**config.mk**
```make
export PLATFORM = sky130hd
export DESIGN_NAME = jtag_tap_controller
export DESIGN_NICKNAME = d
export VERILOG_FILES = /design/src/rtl/jtag_pkg.sv /design/src/rtl/jtag_tap_fsm.sv /design/src/rtl/jtag_tap_controller.sv
export SDC_FILE = /design/constraint.sdc
export NUM_CORES = 1
export LEC_CHECK = 0
export ABC_AREA = 1
export CAP_MARGIN = 30
export CORE_MARGIN = 1.5
export CORE_UTILIZATION = 35
export CTS_BUF_LIST = sky130_fd_sc_hd__clkbuf_8
export DETAILED_ROUTE_END_ITERATION = 8
export SLEW_MARGIN = 25
export SYNTH_ARGS = -nofsm -noshare
export SYNTH_HDL_FRONTEND = slang
export SYNTH_SLANG_ARGS = --single-unit
```
**constraint.sdc**
```tcl
create_clock -name TCK -period 1.25 [get_ports TCK]
set_clock_uncertainty 0.1 [all_clocks]
set_input_delay 0.375 -clock TCK [delete_from_list [all_inputs] [get_ports TCK]]
set_output_delay 0.375 -clock TCK [all_outputs]
set_load 0.02 [all_outputs]
```
**src/rtl/jtag_pkg.sv**
```systemverilog
// Shared TAP definitions: IEEE 1149.1 state encodings, instruction opcodes
// and the IR capture pattern.
package jtag_pkg;

    // Encodings follow the conventional 1149.1 state codes, so TLR reads 4'hF.
    typedef enum logic [3:0] {
        EXIT2_DR = 4'h0,
        EXIT1_DR = 4'h1,
        SHIFT_DR = 4'h2,
        PAUSE_DR = 4'h3,
        SEL_IR   = 4'h4,
        UPD_DR   = 4'h5,
        CAP_DR   = 4'h6,
        SEL_DR   = 4'h7,
        EXIT2_IR = 4'h8,
        EXIT1_IR = 4'h9,
        SHIFT_IR = 4'hA,
        PAUSE_IR = 4'hB,
        RTI      = 4'hC,
        UPD_IR   = 4'hD,
        CAP_IR   = 4'hE,
        TLR      = 4'hF
    } tap_state_e;

    // Opcodes are zero-extended; the top slices them to IR_WIDTH.
    // BYPASS is all-ones at whatever width is in use.
    localparam logic [31:0] OPC_EXTEST = 32'h0000_0000;
    localparam logic [31:0] OPC_SAMPLE = 32'h0000_0001;
    localparam logic [31:0] OPC_IDCODE = 32'h0000_0002;

    // Alternating pattern, LSBs 01, sliced to IR_WIDTH.
    localparam logic [31:0] IR_CAPTURE = 32'h5555_5555;

endpackage

```
**src/rtl/jtag_tap_fsm.sv**
```systemverilog
// 16-state TAP controller: state register plus TMS-driven next-state logic.
module jtag_tap_fsm
    import jtag_pkg::*;
(
    input  logic       tck,
    input  logic       trst_n,
    input  logic       tms,
    output tap_state_e state
);

    tap_state_e state_next;

    always_ff @(posedge tck or negedge trst_n) begin
        if (!trst_n) begin
            state <= TLR;
        end else begin
            state <= state_next;
        end
    end

    always_comb begin
        state_next = state;
        unique case (state)
            TLR:      state_next = tms ? TLR      : RTI;
            RTI:      state_next = tms ? SEL_DR   : RTI;
            SEL_DR:   state_next = tms ? SEL_IR   : CAP_DR;
            CAP_DR:   state_next = tms ? EXIT1_DR : SHIFT_DR;
            SHIFT_DR: state_next = tms ? EXIT1_DR : SHIFT_DR;
            EXIT1_DR: state_next = tms ? UPD_DR   : PAUSE_DR;
            PAUSE_DR: state_next = tms ? EXIT2_DR : PAUSE_DR;
            EXIT2_DR: state_next = tms ? UPD_DR   : SHIFT_DR;
            UPD_DR:   state_next = tms ? SEL_DR   : RTI;
            SEL_IR:   state_next = tms ? TLR      : CAP_IR;
            CAP_IR:   state_next = tms ? EXIT1_IR : SHIFT_IR;
            SHIFT_IR: state_next = tms ? EXIT1_IR : SHIFT_IR;
            EXIT1_IR: state_next = tms ? UPD_IR   : PAUSE_IR;
            PAUSE_IR: state_next = tms ? EXIT2_IR : PAUSE_IR;
            EXIT2_IR: state_next = tms ? UPD_IR   : SHIFT_IR;
            UPD_IR:   state_next = tms ? SEL_DR   : RTI;
            default:  state_next = TLR;
        endcase
    end

endmodule

```
**src/rtl/jtag_tap_controller.sv**
```systemverilog
// JTAG TAP controller: instruction decode, IR/bypass/ID registers, TDO mux.
// Define JTAG_IDCODE_EN to include the ID register and IDCODE instruction.
module jtag_tap_controller
    import jtag_pkg::*;
#(
    parameter int          IR_WIDTH     = 4,
    parameter logic [31:0] IDCODE_VALUE = 32'h0000_1001
) (
    input  logic       TCK,
    input  logic       TRST_n,
    input  logic       TMS,
    input  logic       TDI,
    input  logic       BSChainIn,
    output logic       TDO,
    output logic       TDO_en,
    output logic       CaptureDR,
    output logic       ShiftDR,
    output logic       UpdateDR,
    output logic       extest,
    output logic [3:0] TapState
);

    localparam logic [IR_WIDTH-1:0] IR_CAP_W   = IR_CAPTURE[IR_WIDTH-1:0];
    localparam logic [IR_WIDTH-1:0] OPC_EXT_W  = OPC_EXTEST[IR_WIDTH-1:0];
    localparam logic [IR_WIDTH-1:0] OPC_SAMP_W = OPC_SAMPLE[IR_WIDTH-1:0];
`ifdef JTAG_IDCODE_EN
    localparam logic [IR_WIDTH-1:0] OPC_ID_W    = OPC_IDCODE[IR_WIDTH-1:0];
    localparam logic [IR_WIDTH-1:0] RESET_INSTR = OPC_ID_W;
    localparam logic [31:0]         ID_VALUE    = {IDCODE_VALUE[31:1], 1'b1};
`else
    localparam logic [IR_WIDTH-1:0] RESET_INSTR = '1;
`endif

    tap_state_e          state;
    logic [IR_WIDTH-1:0] ir_shift;
    logic [IR_WIDTH-1:0] ir_active;
    logic                bypass_reg;
    logic                is_extest;
    logic                is_sample;
    logic                is_idcode;
    logic                bscan_sel;
    logic                dr_lsb;

    jtag_tap_fsm u_fsm (
        .tck    (TCK),
        .trst_n (TRST_n),
        .tms    (TMS),
        .state  (state)
    );

    assign TapState = state;

    // Unlisted opcodes fall through to BYPASS.
    always_comb begin
        is_extest = (ir_active == OPC_EXT_W);
        is_sample = (ir_active == OPC_SAMP_W);
`ifdef JTAG_IDCODE_EN
        is_idcode = (ir_active == OPC_ID_W);
`else
        is_idcode = 1'b0;
`endif
    end

    assign bscan_sel = is_extest | is_sample;
    assign CaptureDR = bscan_sel && (state == CAP_DR);
    assign ShiftDR   = bscan_sel && (state == SHIFT_DR);
    assign UpdateDR  = bscan_sel && (state == UPD_DR);
    // Gated by TLR so extest drops the moment the FSM reaches reset.
    assign extest    = is_extest && (state != TLR);

    always_ff @(posedge TCK or negedge TRST_n) begin
        if (!TRST_n) begin
            ir_shift <= IR_CAP_W;
        end else if (state == CAP_IR) begin
            ir_shift <= IR_CAP_W;
        end else if (state == SHIFT_IR) begin
            ir_shift <= {TDI, ir_shift[IR_WIDTH-1:1]};
        end
    end

    // The active instruction only moves on the falling edge, in UpdIR or TLR.
    always_ff @(negedge TCK or negedge TRST_n) begin
        if (!TRST_n) begin
            ir_active <= RESET_INSTR;
        end else if (state == TLR) begin
            ir_active <= RESET_INSTR;
        end else if (state == UPD_IR) begin
            ir_active <= ir_shift;
        end
    end

    always_ff @(posedge TCK or negedge TRST_n) begin
        if (!TRST_n) begin
            bypass_reg <= 1'b0;
        end else if (!bscan_sel && !is_idcode) begin
            if (state == CAP_DR) begin
                bypass_reg <= 1'b0;
            end else if (state == SHIFT_DR) begin
                bypass_reg <= TDI;
            end
        end
    end

`ifdef JTAG_IDCODE_EN
    logic [31:0] id_reg;

    always_ff @(posedge TCK or negedge TRST_n) begin
        if (!TRST_n) begin
            id_reg <= ID_VALUE;
        end else if (is_idcode) begin
            if (state == CAP_DR) begin
                id_reg <= ID_VALUE;
            end else if (state == SHIFT_DR) begin
                id_reg <= {TDI, id_reg[31:1]};
            end
        end
    end
`endif

    always_comb begin
        dr_lsb = bypass_reg;
        if (bscan_sel) begin
            dr_lsb = BSChainIn;
        end
`ifdef JTAG_IDCODE_EN
        else if (is_idcode) begin
            dr_lsb = id_reg[0];
        end
`endif
    end

    // Falling-edge output so the host sees stable data at its next rising edge.
    always_ff @(negedge TCK or negedge TRST_n) begin
        if (!TRST_n) begin
            TDO    <= 1'b0;
            TDO_en <= 1'b0;
        end else if (state == SHIFT_IR) begin
            TDO    <= ir_shift[0];
            TDO_en <= 1'b1;
        end else if (state == SHIFT_DR) begin
            TDO    <= dr_lsb;
            TDO_en <= 1'b1;
        end else begin
            TDO    <= 1'b0;
            TDO_en <= 1'b0;
        end
    end

endmodule

```
==> out/qor.txt <==
HP Class: input pin to async pin
residual DRC count: 0
Startpoint Class: flop
IO Port Bufs: 14
worst vdd ir: 2032 µV
DIE HEIGHT: 51.09 µm
max cap viols: 0
setup-violating endpoint count in the final report: 25
Synth Warn #: 0
CP Data Required Time: 0.78 ns
dominant cells by area after synthesis: dfstp_2 (32%), dfrtp_1 (9.3%), nand2_1 (7.9%)
Post-Syn Nets: 107
Top Registers: ir_active: 4 flops, ir_shift: 4 flops, u_fsm.state: 4 flops
PwrDens: 2802 nW/µm²
Crit path largest cell delay: 0.52 ns
Max Slew Vio Count: 0
CTS Buffer Depth: 2
Area growth syn-to-layout: 117.0%
Pre-antenna DRT Iters: 4
routed len/inst: 15.35 µm
Num CTS Buffers: 3
CP delay by family, top: flip-flops
most frequent CP cell: buf_6
failing checks: negative setup slack
critical path cell sequence: inv_2 > nand3_4 > buf_6 > nor3_4 > buf_6
Congestion Overflow GR: 0
core area: 2191 µm²
Power Total: 4921 µW
DP Worst Slack: -1.261 ns
worst r2r src: u_fsm.state[1]$_DFF_PN1_
Filler Cells Inserted: 135
Cells after Synth: 102
NumNets Final: 182
worst setup path endpoint: CaptureDR
status: complete, but fails checks
initial DRC count: 18
DP Wirelength: 1827 µm
worst-path fanout max: 4
vias in the first global route: 1,045
Yosys cell types: 22
initial antenna violation count: 0
vias per cell: 4.961
Slew Limit Headroom: 0.7470
Reg2Reg Depth: 6
slowest cell on the critical path: dfstp_2
largest net degree at the start of global routing: 10
Die W: 51.09 µm
Hold Vio Cnt, Final: 0
Worst setup EP type: output pin
critical path depth: 5
Seq cells post-synth: 15
Reg-to-Reg End: ir_active[1]$_DFFE_NN1P_
Total GRT Usage: 0.2503
worst-margin pin slew: 0.3784 ns
share of the synthesized area in the top cell type: 0.3246
FF-to-FF setup slack: -0.74 ns
WP buf/inv: 3
Critical Path Start: ir_active[1]$_DFFE_NN1P_
Antenna Nets Post-Route: 0
mean area per synthesized cell: 7.937 µm²
vias after detailed routing: 1,012
Routability Congestion: 0.9285
Lkg Pwr: 0.0008755 µW
register area share after synthesis: 0.4791
final setup margin: -1.138 ns
Yosys top cell by area: dfstp_2
Rows: 17
global-route wire length before repair: 4740 µm
full die area: 2610 µm²
WHS: 0.2026 ns
Finished Core Util: 0.8018
Post-Route WL: 3131 µm
Clk Latency, worst-skew pair: 0.32 ns
Initial Util: 0.3695
CP Data Arrival Time: 1.91 ns
TritonCTS clock tree: yes
ant diodes: 0
RSZ-0062 raised after global routing: yes
share of layout cells above drive strength 1: 0.6705
CTS root buf: clkbuf_8
kind of critical path: flop to output pin
Worst-path clk slew: 0.07 ns
CTS H-Tree Depth: 1
CTS sink cnt: 15
Top Ports: 15
Post-Synthesis Cell Area: 809.5 µm²
logic make-up after synthesis:
family	count (synthesis)	synth area share
AOI/OAI and AO/OA	17	0.1360
buffers and inverters	21	0.09737
DFF	15	0.4791
and+or+nand+nor	49	0.2875
cells in the final DEF (no fill, tap or decap), types with 4 or more instances in the layout:
cell     instances
buf_4           36
buf_6           25
inv_1           14
nand2_1         14
dfstp_2          9
nor2_4           8
inv_2            7
a22oi_2          6
nor2_1           6
nand2_4          4
synthesized netlist by cell type (all sizes together):
| cell | instances |
|---|---|
| nor4 | 1 |
| nor2 | 16 |
| o21ai | 5 |
| dfrtp | 3 |
| nand2 | 19 |
| a22oi | 6 |
| nor3 | 3 |
| and2 | 1 |
| dfstp | 10 |
| o22ai | 2 |
| nand4 | 3 |
| dfrtn | 2 |
| clkbuf | 1 |
| inv | 20 |
| o31ai | 1 |
| a21oi | 3 |
| nand3 | 6 |
per-layer routing:
layer | routed length [µm] | track usage | share of wire
met1 | 1310 | 0.3034 | 0.42
met2 | 1549 | 0.4329 | 0.49
met3 | 141 | 0.04094 | 0.045
met4 | 129 | 0.1126 | 0.041
met5 | 0 | 0 | 0
metrics by stage:
stage	TNS, ns	cell area, µm²	cells
global route	-14.94	1757	204
floorplan	-8.125	927.1	102
finish	-14.05	1757	204
detailed placement	-17.78	1371	176
CTS	-13.34	1663	196
global placement	-17.43	1371	176
cell type report:
type                    count  area [µm²]  share of cell area
flip-flops and latches     15       391.6              0.2229
multi-input cells          66       521.8              0.2970
clock inverters             5       45.04             0.02564
inverters                  19       76.32             0.04345
repair buffers             68       645.6              0.3675
clock buffers               3       41.29             0.02350
well taps                  28       35.03             0.01994
report_power, final:
group / internal (µW) / switching (µW)
combinational: 1660 / 1560
clock: 444 / 223
sequential: 844 / 194
total: 2950 / 1970
how the worst min path moves through the flow:
stage | to | slack (ns) | cells after the start
after global placement | bypass_reg$_DFFE_PN0P_ | 0.38 | 2
final | bypass_reg$_DFFE_PN0P_ | 0.20 | 3
after CTS | bypass_reg$_DFFE_PN0P_ | 0.20 | 3
after global routing | bypass_reg$_DFFE_PN0P_ | 0.21 | 3
after floorplan | bypass_reg$_DFFE_PN0P_ | -0.02 | 0
after detailed placement | ir_active[0]$_DFFE_NN1P_ | 0.39 | 2
worst reg2reg max path: stages (launching register included):
cell and delay, ns:
dfstp_2 0.56, buf_4 0.16, nor2_4 0.05, inv_2 0.10, nor2_4 0.07, buf_4 0.13, a22oi_2 0.18
what timing repair did:
item                                    CTS  global route
endpoints found under the hold margin     0             0
endpoints found under the setup margin   31            25
resized for setup                        88            11
buffers inserted                         14            10
cloned                                    0             0
hold buffers                              0             0
pin swaps                                 4             4
No activity file was read; power rests on OpenSTA's default activity.
